<file path="src/rtl/map_ctrl.sv">
// ============================================================================
// Module      : map_ctrl
// Description : Tile-map controller. Copies a level from ROM into tile RAM,
//               serves renderer tile reads with a fixed one-cycle latency, and
//               resolves bullet hits from two round-robin requesters with
//               read-modify-write of brick tiles.
// Options     : define MAP_CTRL_BRICK_DAMAGE_EN for multi-hit bricks (each hit
//               decrements the brick state; the last hit turns it into air).
//               Without it a single hit destroys any brick.
// Revision    : 1.0 - initial release
// ============================================================================
`default_nettype none

module map_ctrl #(
  parameter int MAP_DIM = 13
) (
  input  logic       clk_i,
  input  logic       rst_ni,
  input  logic       load_i,
  output logic       busy_o,
  output logic [7:0] rom_addr_o,
  input  logic [6:0] rom_data_i,
  output logic [7:0] ram_addr_o,
  output logic       ram_we_o,
  output logic [6:0] ram_wdata_o,
  input  logic [6:0] ram_rdata_i,
  input  logic       render_req_i,
  input  logic [3:0] render_x_i,
  input  logic [3:0] render_y_i,
  output logic       render_valid_o,
  output logic [2:0] render_type_o,
  output logic [3:0] render_state_o,
  input  logic [1:0] hit_valid_i,
  input  logic [7:0] hit_x_i,
  input  logic [7:0] hit_y_i,
  output logic [1:0] hit_ready_o,
  output logic [1:0] hit_resp_valid_o,
  output logic       hit_solid_o
);

  localparam logic [7:0] DIM    = 8'(MAP_DIM);
  localparam logic [7:0] NTILES = 8'(MAP_DIM * MAP_DIM);

  localparam logic [2:0] T_BRICK = 3'b000;
  localparam logic [2:0] T_WALL  = 3'b001;
  localparam logic [2:0] T_AIR   = 3'b111;

  typedef enum logic [2:0] {
    IDLE    = 3'd0,
    LOAD    = 3'd1,
    HIT_RD  = 3'd2,
    HIT_MOD = 3'd3,
    HIT_WR  = 3'd4
  } state_t;

  state_t     state;
  logic [7:0] load_cnt;     // LOAD cycle index: 0..NTILES
  logic       load_pend;    // load requested while a hit was in flight
  logic       last_grant;   // requester granted last; 1 after reset so req0 wins first
  logic       hit_id;
  logic [3:0] hit_x;
  logic [3:0] hit_y;
  logic       hit_oob;
  logic [6:0] wr_tile;
  logic       rend_valid;
  logic       rend_air;

  logic       in_load;
  logic       render_own;
  logic       render_oob;
  logic [7:0] render_addr;
  logic [7:0] hit_addr;
  logic       grant_id;
  logic [3:0] sel_x;
  logic [3:0] sel_y;
  logic       sel_oob;
  logic       hit_start;
  logic [2:0] mod_type;
  logic       mod_resp;
  logic       wr_resp;
  logic [6:0] brick_next;

  assign in_load     = (state == LOAD);
  // The renderer preempts the RAM port everywhere except during a level load.
  assign render_own  = rst_ni && render_req_i && !in_load;
  assign render_oob  = ({4'b0, render_x_i} >= DIM) || ({4'b0, render_y_i} >= DIM);
  assign render_addr = {4'b0, render_y_i} * DIM + {4'b0, render_x_i};
  assign hit_addr    = {4'b0, hit_y} * DIM + {4'b0, hit_x};

  // Round-robin pick: with both requesting, the one not granted last wins.
  always_comb begin
    grant_id = (hit_valid_i == 2'b11) ? ~last_grant : hit_valid_i[1];
    sel_x    = grant_id ? hit_x_i[7:4] : hit_x_i[3:0];
    sel_y    = grant_id ? hit_y_i[7:4] : hit_y_i[3:0];
    sel_oob  = ({4'b0, sel_x} >= DIM) || ({4'b0, sel_y} >= DIM);
  end

  // A pending or fresh load outranks any hit in IDLE.
  assign hit_start   = rst_ni && (state == IDLE) && !load_i && !load_pend && (|hit_valid_i);
  assign hit_ready_o = hit_start ? (grant_id ? 2'b10 : 2'b01) : 2'b00;

  // Hit response: out-of-range and non-brick tiles answer in HIT_MOD, bricks in HIT_WR.
  assign mod_type         = ram_rdata_i[6:4];
  assign mod_resp         = (state == HIT_MOD) && (hit_oob || (mod_type != T_BRICK));
  assign wr_resp          = (state == HIT_WR) && !render_own;
  assign hit_resp_valid_o = (mod_resp || wr_resp) ? (hit_id ? 2'b10 : 2'b01) : 2'b00;
  assign hit_solid_o      = wr_resp || (mod_resp && (hit_oob || (mod_type == T_WALL)));

  // Replacement value for a brick that has just been hit.
  always_comb begin
`ifdef MAP_CTRL_BRICK_DAMAGE_EN
    brick_next = (ram_rdata_i[3:0] == 4'd1) ? {T_AIR, 4'hF}
                                             : {T_BRICK, ram_rdata_i[3:0] - 4'd1};
`else
    brick_next = {T_AIR, 4'hF};
`endif
  end

  // RAM port owner: load copy, then renderer, then the in-flight hit.
  always_comb begin
    ram_addr_o  = 8'd0;
    ram_we_o    = 1'b0;
    ram_wdata_o = 7'd0;
    if (in_load) begin
      if (load_cnt != 8'd0) begin
        ram_we_o    = 1'b1;
        ram_addr_o  = load_cnt - 8'd1;
        ram_wdata_o = rom_data_i;
      end
    end else if (render_own) begin
      ram_addr_o = render_addr;
    end else if (state == HIT_RD) begin
      ram_addr_o = hit_addr;
    end else if (state == HIT_WR) begin
      ram_we_o    = 1'b1;
      ram_addr_o  = hit_addr;
      ram_wdata_o = wr_tile;
    end
  end

  assign busy_o     = in_load;
  assign rom_addr_o = (in_load && (load_cnt < NTILES)) ? load_cnt : 8'd0;

  // Render data arrives from RAM one cycle after the request; air when off-map or loading.
  assign render_valid_o = rend_valid;
  assign render_type_o  = rend_valid ? (rend_air ? T_AIR : ram_rdata_i[6:4]) : 3'b000;
  assign render_state_o = (rend_valid && !rend_air) ? ram_rdata_i[3:0] : 4'b0000;

  // Render request pipeline stage.
  always_ff @(posedge clk_i or negedge rst_ni) begin
    if (!rst_ni) begin
      rend_valid <= 1'b0;
      rend_air   <= 1'b0;
    end else begin
      rend_valid <= render_req_i;
      rend_air   <= in_load || render_oob;
    end
  end

  // Main controller: level load sequencing and hit read-modify-write.
  always_ff @(posedge clk_i or negedge rst_ni) begin
    if (!rst_ni) begin
      state      <= IDLE;
      load_cnt   <= 8'd0;
      load_pend  <= 1'b0;
      last_grant <= 1'b1;
      hit_id     <= 1'b0;
      hit_x      <= 4'd0;
      hit_y      <= 4'd0;
      hit_oob    <= 1'b0;
      wr_tile    <= 7'd0;
    end else begin
      case (state)
        IDLE: begin
          if (load_i || load_pend) begin
            state     <= LOAD;
            load_cnt  <= 8'd0;
            load_pend <= 1'b0;
          end else if (|hit_valid_i) begin
            hit_id     <= grant_id;
            last_grant <= grant_id;
            hit_x      <= sel_x;
            hit_y      <= sel_y;
            hit_oob    <= sel_oob;
            state      <= sel_oob ? HIT_MOD : HIT_RD;
          end
        end
        LOAD: begin
          if (load_cnt == NTILES) begin
            state <= IDLE;
          end else begin
            load_cnt <= load_cnt + 8'd1;
          end
        end
        HIT_RD: begin
          if (load_i) load_pend <= 1'b1;
          if (!render_req_i) state <= HIT_MOD;
        end
        HIT_MOD: begin
          if (load_i) load_pend <= 1'b1;
          wr_tile <= brick_next;
          state   <= (!hit_oob && (mod_type == T_BRICK)) ? HIT_WR : IDLE;
        end
        HIT_WR: begin
          if (load_i) load_pend <= 1'b1;
          if (!render_req_i) state <= IDLE;
        end
        default: state <= IDLE;
      endcase
    end
  end

endmodule

`default_nettype wire

</file>
<file path="config.mk">
export PLATFORM = sky130hd
export DESIGN_NAME = map_ctrl
export DESIGN_NICKNAME = d
export VERILOG_FILES = /design/src/rtl/map_ctrl.sv
export SDC_FILE = /design/constraint.sdc
export NUM_CORES = 1
export LEC_CHECK = 0
export CAP_MARGIN = 10
export CORE_MARGIN = 2
export CORE_UTILIZATION = 49
export CTS_CLUSTER_DIAMETER = 60
export DETAILED_ROUTE_END_ITERATION = 10
export PLACE_DENSITY = 0.82
export SETUP_SLACK_MARGIN = 0.2
export SLEW_MARGIN = 5
export SYNTH_ARGS = -nofsm -noshare
export SYNTH_HDL_FRONTEND = slang
export SYNTH_SLANG_ARGS = --single-unit
</file>
<file path="constraint.sdc">
create_clock -name clk_i -period 3.68 [get_ports clk_i]
set_input_delay 0.368 -clock clk_i [delete_from_list [all_inputs] [get_ports clk_i]]
set_output_delay 0.368 -clock clk_i [all_outputs]
set_load 0.01 [all_outputs]
</file>
==> summary.md, run 1 <==
| Metric | Value |
|---|---|
| Gpl congestion | `between 0.9 and 1` |
| Yosys cell types | `52` |
| First-pass GRT wire length | `about 12,000 um` |
| Top cells by count, synth | `ha_1 (47), nand2_1 (30), dfrtp_1 (25), o21ai_0 (25), nor2_1 (18)` |
| Crit Path Max Fanout | `5` |
| Top cells by area, synth | `dfrtp_1 (22%), ha_1 (21%), o21ai_0 (4.4%)` |
| Worst setup path class | `reg2out` |
| Syn Inst Count | `322` |
| Post-synthesis cell area | `2841 sq um` |
| Async SR Flop Fraction | `100.0%` |
| Tightest Pin Transition | `approximately 570 ps` |
| Initial antenna violation count | `0` |
| Detail Route Antenna Nets | `0` |
| Die ar. | `approximately 6400 sq um` |
| Hold Vio Cnt, Final | `0` |
| Initial DRC count | `71` |
| Gr ovfl total | `0` |
| F_max | `about 300 MHz` |
| Worst skew pair latency | `between 200 and 300 ps` |
| Clk buf depth | `2` |
| Mapped Avg Cell Area | `approximately 8.8 sq um` |
| Setup violators final | `0` |
| Pleak | `about 1.9 nW` |
| Layout cells sized above 1 | `a little over a tenth` |
| Slew Limit Fails | `0` |
| CP Cell Sequence | `ha_1 -> ha_4 -> fa_1 -> ha_4 -> a211oi_2 -> o21bai_1 -> a21oi_1 -> xnor2_1 -> a221o_1 -> buf_2` |
| Clk sinks | `26` |
| Num ports | `slightly above 80` |
| Port Buf Inserts | `between 80 and 90` |
| Vias post-DR | `2,699` |
| Hold_ws | `roughly 440 ps` |
| Slowest CP cell | `fa_1` |
| Total setup buffers inserted after CTS | `0` |
| R2r endpoint | `load_cnt[6]$_DFFE_PN0P_` |
| Status | `complete, no violations` |
| Hpwl dp | `5850 um` |
| NumNets Final | `506` |
| Global-route usage over all layers | `approximately a quarter` |
| Largest net degree at the start of global routing | `21` |
| #FFs+latches synth | `26` |
| RR Startpoint | `load_cnt[1]$_DFFE_PN0P_` |
| FF-to-FF setup slack | `approximately 1800 ps` |
| Hold buffer count at CTS | `0` |
| Final min period | `around 3400 ps` |
| DR DRC count | `0` |
| Fill cells | `443` |
| Dominant cell type by area after synthesis | `dfrtp_1` |
| Register area share after synthesis | `a little under a quarter` |
| Worst setup margin | `around 270 ps` |
| Area Growth Syn to Fin | `37.47%` |
| Most frequent cell after synthesis | `ha_1` |
| Reg clk slew, reported paths | `around 90 ps` |
| Total of max-cap violations | `0` |
| WL final | `between 7000 and 8000 um` |
| Worst VDD drop | `0.3374 mV` |
| Drt pass-1 iters | `5` |
| Synth warn | `0` |
| Critical Path Start Type | `register` |
| Area occupied by multi-input gates | `~2200 sq um` |
| Mapped Nets | `~420` |
| Tcrit/Tclk final | `roughly 93%` |
| CP required | `between 3000 and 4000 ps` |
| Pre-CTS setup slack | `-449.9 ps` |
| CTS buffer count | `3` |
| DR WL/cell | `15.41 um` |
| RSZ-0062 raised after global routing | `true` |
| EDFF count, synth | `0` |
| Core Rows | `27` |
| Die Y | `80.15 um` |
| Min-Delay Path Class | `in2async` |
| Crit path DAT | `3040 ps` |
| Crit path top cell by count | `ha_4` |
| Clock Skew | `around 4.3 ps` |
| Vias in the first global route | `approximately 2,700` |
| Worst R2R Path Depth | `7` |
| CTS H-tree lvls | `1` |
| Ant. Diodes | `0` |
| FF+latch area | `around 650 sq um` |
| Crit end category | `output pin` |
| Crit path largest cell delay | `~540 ps` |
| Top FF cell, synth | `dfrtp_1` |
| Initial core utilization | `~50%` |
| Chip width | `80.15 um` |
| Root Driver | `clkbuf_8` |
| Yosys top cell area share | `22.02%` |
| Via-per-instance ratio | `approximately 5.6` |
| Core Area | `between 5000 and 6000 sq um` |
| Headroom to the max-slew limit | `61.65%` |
| CTS tree | `yes` |
| Power per cell area | `around 700 nW/um^2` |
[cells in the final DEF, fill, tap and decap left out, drive strengths merged, types with 2 or more instances in the layout]
cell type,synthesis,layout
a211oi,5,5
a21o,12,12
a21oi,15,15
a221o,3,3
a22oi,4,4
a31oi,2,2
and2,13,13
and3,4,4
buf,7,17
clkbuf,5,5
clkdlybuf4s50,0,73
dfrtp,25,25
dlygate4sd2,0,4
fa,4,4
ha,47,47
inv,14,14
mux2i,8,8
nand2,31,31
nand2b,4,4
nand3,8,8
nor2,18,18
nor2b,3,3
nor3,4,4
nor4,4,4
o211ai,6,6
o21a,4,4
o21ai,25,25
o21bai,4,4
o22ai,3,3
o31ai,2,2
or2,2,2
or4,2,2
xnor2,9,9
xor2,11,11
[critical path: cells and delay by family (launching register included)]
family	cells	cell delay, ps
flops	1	390
xor+xnor	1	110
compound gates	4	820
buf+inv	1	140
fa+ha+maj	4	1330
[worst max-delay path by stage]
stage	startpoint	cells past startpoint	endpoint	slack (ps)
2_1_floorplan	hit_y[0]$_DFFE_PN0P_	9	ram_addr_o[7]	610
3_3_place_gp	render_y_i[0]	12	ram_addr_o[7]	-340
3_5_place_dp	render_y_i[1]	12	ram_addr_o[6]	-450
4_1_cts	hit_y[0]$_DFFE_PN0P_	10	ram_addr_o[7]	200
5_1_grt	hit_y[1]$_DFFE_PN0P_	10	ram_addr_o[7]	170
6_report	hit_y[1]$_DFFE_PN0P_	10	ram_addr_o[7]	270
[sequential cells by signal, summed over array words and instances (netlist names)]
register and flops:
hit_x 4, hit_y 4, hit_oob 1, render_valid_o 1, wr_tile 1, hit_id 1
rend_air 1, load_cnt 8, load_pend 1, state 3, last_grant 1
[cell families (layout without fill, tap and decap cells)]
group                      Yosys count  in the layout  synth area share [%]
xor gates and xnor gates            20             20                 6.165
buffers and inverters               26            114                 4.051
muxes                                8              8                 2.818
DFF                                 26             26                 22.94
AOI/OAI and AO/OA                   92             92                 21.66
and+or+nand+nor                     99             99                 18.85
adders and majority gates           51             51                 23.51
[where the power goes]
group / switching, mW / internal, mW
registers: 0.133 / 0.380
logic: 0.999 / 0.994
clock network: 0.0905 / 0.0956
[per-layer routing]
layer	wire length (um)	up-vias	global-route usage (%)
met1	3280	1259	30.86
met2	3687	88	41.42
met3	397	6	3.146
met4	62	0	3.898
li1	-	1346	-
met5	0	-	0
[what timing repair did]
| item | CTS | global route |
|---|---|---|
| gates resized for setup | 20 | 7 |
| pin swaps | 12 | 9 |
| endpoints found under the setup margin | 5 | 5 |
[area by class of cell]
class,count,share of cell area (%)
multi-input combinational,270,55.06
timing repair buffer,96,23.19
inverter,14,1.345
clock buffer,4,1.409
tap,72,2.306
sequential,26,16.69
[through the flow]
stage	instance area (sq um)	setup TNS (ps)	cells	utilization, %	total power, mW
final	3906	0	482	70.51	2.692
after global routing	3906	0	482	70.51	2.912
after CTS	3871	0	482	69.87	2.576
after detailed placement	3792	-1568	478	68.45	2.343
after global placement	3792	-1143	478	68.45	2.297
after floorplan	2841	0	322	-	1.663
Power figures use the tool's default switching activity.
==> run 2, diff against run 1 <==
- CORE_UTILIZATION: 49 -> 53
- PLACE_DENSITY: 0.82 -> 0.88
- SLEW_MARGIN: 5 -> 20
- clock period: 3.68 -> 4.3 ns (I/O delays scaled with it)
==> run 2 against run 1 <==
  * Setup slack lost 37 ps
  * Non-clock buffer count shrank 11
  * Cell count shrank 2.7%
  * Worst hold slack gained 7.3 ps
  * Utilization grew 2.9 points
  * Critical endpoint is now ram_addr_o[6]
==> summary.md, run 2 (synthesized netlist as in run 1, its figures left out) <==
| Metric | Value |
|---|---|
| Initial DRC count | `120 (+69%)` |
| Initial antenna violation count | `0 (unchanged)` |
| Most common cell after layout, fill and taps aside | `clkdlybuf4s50_1` |
| Largest Register | `load_cnt` |
| DR DRC count | `0 (unchanged)` |
| Die Y | `77.22 um (-3.7%)` |
| DR WL/cell | `15.64 um (+1.5%)` |
| Drt pass-1 iters | `5 (unchanged)` |
| Hpwl dp | `6008 um (+2.7%)` |
| CTS tree | `yes` |
| Layout cells sized above 1 | `5.263% (-5.2 points)` |
| Vias post-DR | `2,685 (-0.52%)` |
| Worst skew pair latency | `270 ps (about the same)` |
| Final instance area | `3775 sq um (-3.4%)` |
| Ant. Diodes | `0 (unchanged)` |
| Tcrit/Tclk final | `a little over nine tenths` |
| Slew Limit Fails | `0 (unchanged)` |
| CP required | `3870 ps (+560 ps)` |
| Gpl congestion | `0.8716 (-4.9%)` |
| Root Driver | `clkbuf_8` |
| Most frequent cells in the layout | `clkdlybuf4s50_1 (79), ha_1 (46), nand2_1 (30)` |
| Area Growth Syn to Fin | `32.85%` |
| CTS buffer count | `3 (unchanged)` |
| Worst Hold Depth | `2` |
| Largest net degree at the start of global routing | `21 (unchanged)` |
| Max reg flops | `8 (unchanged)` |
| Initial core utilization | `55.28% (+4.0 points)` |
| Status | `complete, no violations` |
| CP top delay family | `adder cells` |
| Clock Skew | `5.357 ps (+1.042 ps)` |
| Critical path buffers and inverters | `3 (+2)` |
| Crit end category | `output pin` |
| CP Cell Sequence | `clkdlybuf4s50_1 -> inv_1 -> ha_1 -> ha_1 -> fa_1 -> ha_4 -> a211oi_2 -> o21bai_1 -> a21oi_2 -> xnor2_1 -> a221o_1 -> clkdlybuf4s50_1` |
| Core Area | `5140 sq um (-7.2%)` |
| Final min period | `between 4000 and 5000 ps` |
| Power per cell area | `565.7 nW/um^2 (-18%)` |
| WL final | `7333 um (-1.3%)` |
| Chip width | `77.22 um (-3.7%)` |
| Worst setup path class | `in2out` |
| Slowest CP cell | `fa_1` |
| Cell Count, Final, Fillers Out | `469 (-2.7%)` |
| Vias in the first global route | `2,732 (+1.3%)` |
| Total of max-cap violations | `0 (unchanged)` |
| Tightest Pin Transition | `612.8 ps (+42.82 ps)` |
| Clk buf depth | `2 (unchanged)` |
| Critical Path Stages | `12 (+2)` |
| Port Buf Inserts | `81 (unchanged)` |
| Crit path largest cell delay | `490 ps (-50 ps)` |
| NumNets Final | `495 (-2.2%)` |
| Area after DPL | `3707 sq um (-2.2%)` |
| Crit path DAT | `3640 ps (+600 ps)` |
| Worst VDD drop | `0.3058 mV (-9.4%)` |
| Global-route usage over all layers | `25.62% (+2.2 points)` |
| Num ports | `82 (unchanged)` |
| Reg clk slew, reported paths | `90 ps (about the same)` |
| Headroom to the max-slew limit | `59.00% (-2.7 points)` |
| First-pass GRT wire length | `12,520 um (+2.2%)` |
| Detail Route Antenna Nets | `0 (unchanged)` |
| CTS H-tree lvls | `1 (unchanged)` |
| Crit Path Max Fanout | `5 (unchanged)` |
| Pleak | `1.810 nW (-3.4%)` |
| Clk sinks | `26 (unchanged)` |
| Die ar. | `5963 sq um (-7.2%)` |
| Placed Cells | `465 (-2.7%)` |
| Worst R2R Path Depth | `7 (unchanged)` |
| FF-to-FF setup slack | `2430 ps (+660 ps)` |
| Core Rows | `26 (-3.7%)` |
| Largest registers | `load_cnt (8), hit_x (4), hit_y (4)` |
| Final Util | `73.44% (+2.9 points)` |
| Via-per-instance ratio | `5.725 (+2.2%)` |
| F_max | `approximately 250 MHz` |
| Critical Path Start Type | `primary input` |
| Hold Vio Cnt, Final | `0 (unchanged)` |
| Gr ovfl total | `0 (unchanged)` |
| Setup violators final | `0 (unchanged)` |
| RSZ-0062 raised after global routing | `true` |
| Setup TNS | `0 ps (unchanged)` |
| Hold buffer count at CTS | `0 (unchanged)` |
| Min-Delay Path Class | `reg2reg` |
## run 2: cell count changes in the layout (fill, tap and decap cells not counted), sizes merged
cell           previous run  this run
buf                      17         4
clkdlybuf4s50            73        79
dlygate4sd2               4         1
clkbuf                    5         4
## run 2: power by group
part,total [mW],switching (mW),internal [mW]
Clock,0.138,0.0723,0.0662
Combinational,1.56,0.805,0.753
Sequential,0.439,0.113,0.325
Total,2.14,0.991,1.14
## run 2: worst paths after layout
check | start | end
max | render_y_i[1] | ram_addr_o[6]
min | wr_tile[0]$_DFFE_PN0P_ | wr_tile[0]$_DFFE_PN0P_
max reg2reg | load_cnt[1]$_DFFE_PN0P_ | load_cnt[6]$_DFFE_PN0P_
min reg2reg | wr_tile[0]$_DFFE_PN0P_ | wr_tile[0]$_DFFE_PN0P_
max in group asynchronous | rst_ni | last_grant$_DFFE_PN1P_
min in group asynchronous | rst_ni | state[2]$_DFFE_PN0P_
## run 2: layer usage
layer	global-route usage, %	part of all wire [%]
met5	0	0
met4	5.714	2.0
met3	2.235	4.8
met2	45.30	50
met1	33.95	43
## run 2: timing repair
action,4_1_cts,5_1_grt
endpoints found under the setup margin,3,2
pin swaps,1,1
buffers inserted,0,0
gates resized for setup,4,2
## run 2: layout make-up
type | instances | area, sq um
clock buffers | 4 | 45.04
fillers | 406 | 1365
inverters | 14 | 52.55
multi-input cells | 270 | 2096
flip-flops and latches | 26 | 651.9
well taps | 70 | 87.58
repair buffers | 85 | 842.1
## run 2: worst min-delay path: stages (launching register included)
cell and delay (ps):
dfrtp_1 330, inv_1 40, nand2_1 50
## run 2: per-stage QoR
stage | power, mW | hold WS (ps) | setup slack (ps)
global route | 2.356 | 495.9 | 105.4
detailed placement | 1.988 | 433.9 | 49.90
finish | 2.136 | 450.5 | 231.8
global placement | 1.923 | 433.9 | 143.1
floorplan | 1.423 | 134.4 | 1145
CTS | 2.145 | 455.4 | 198.8
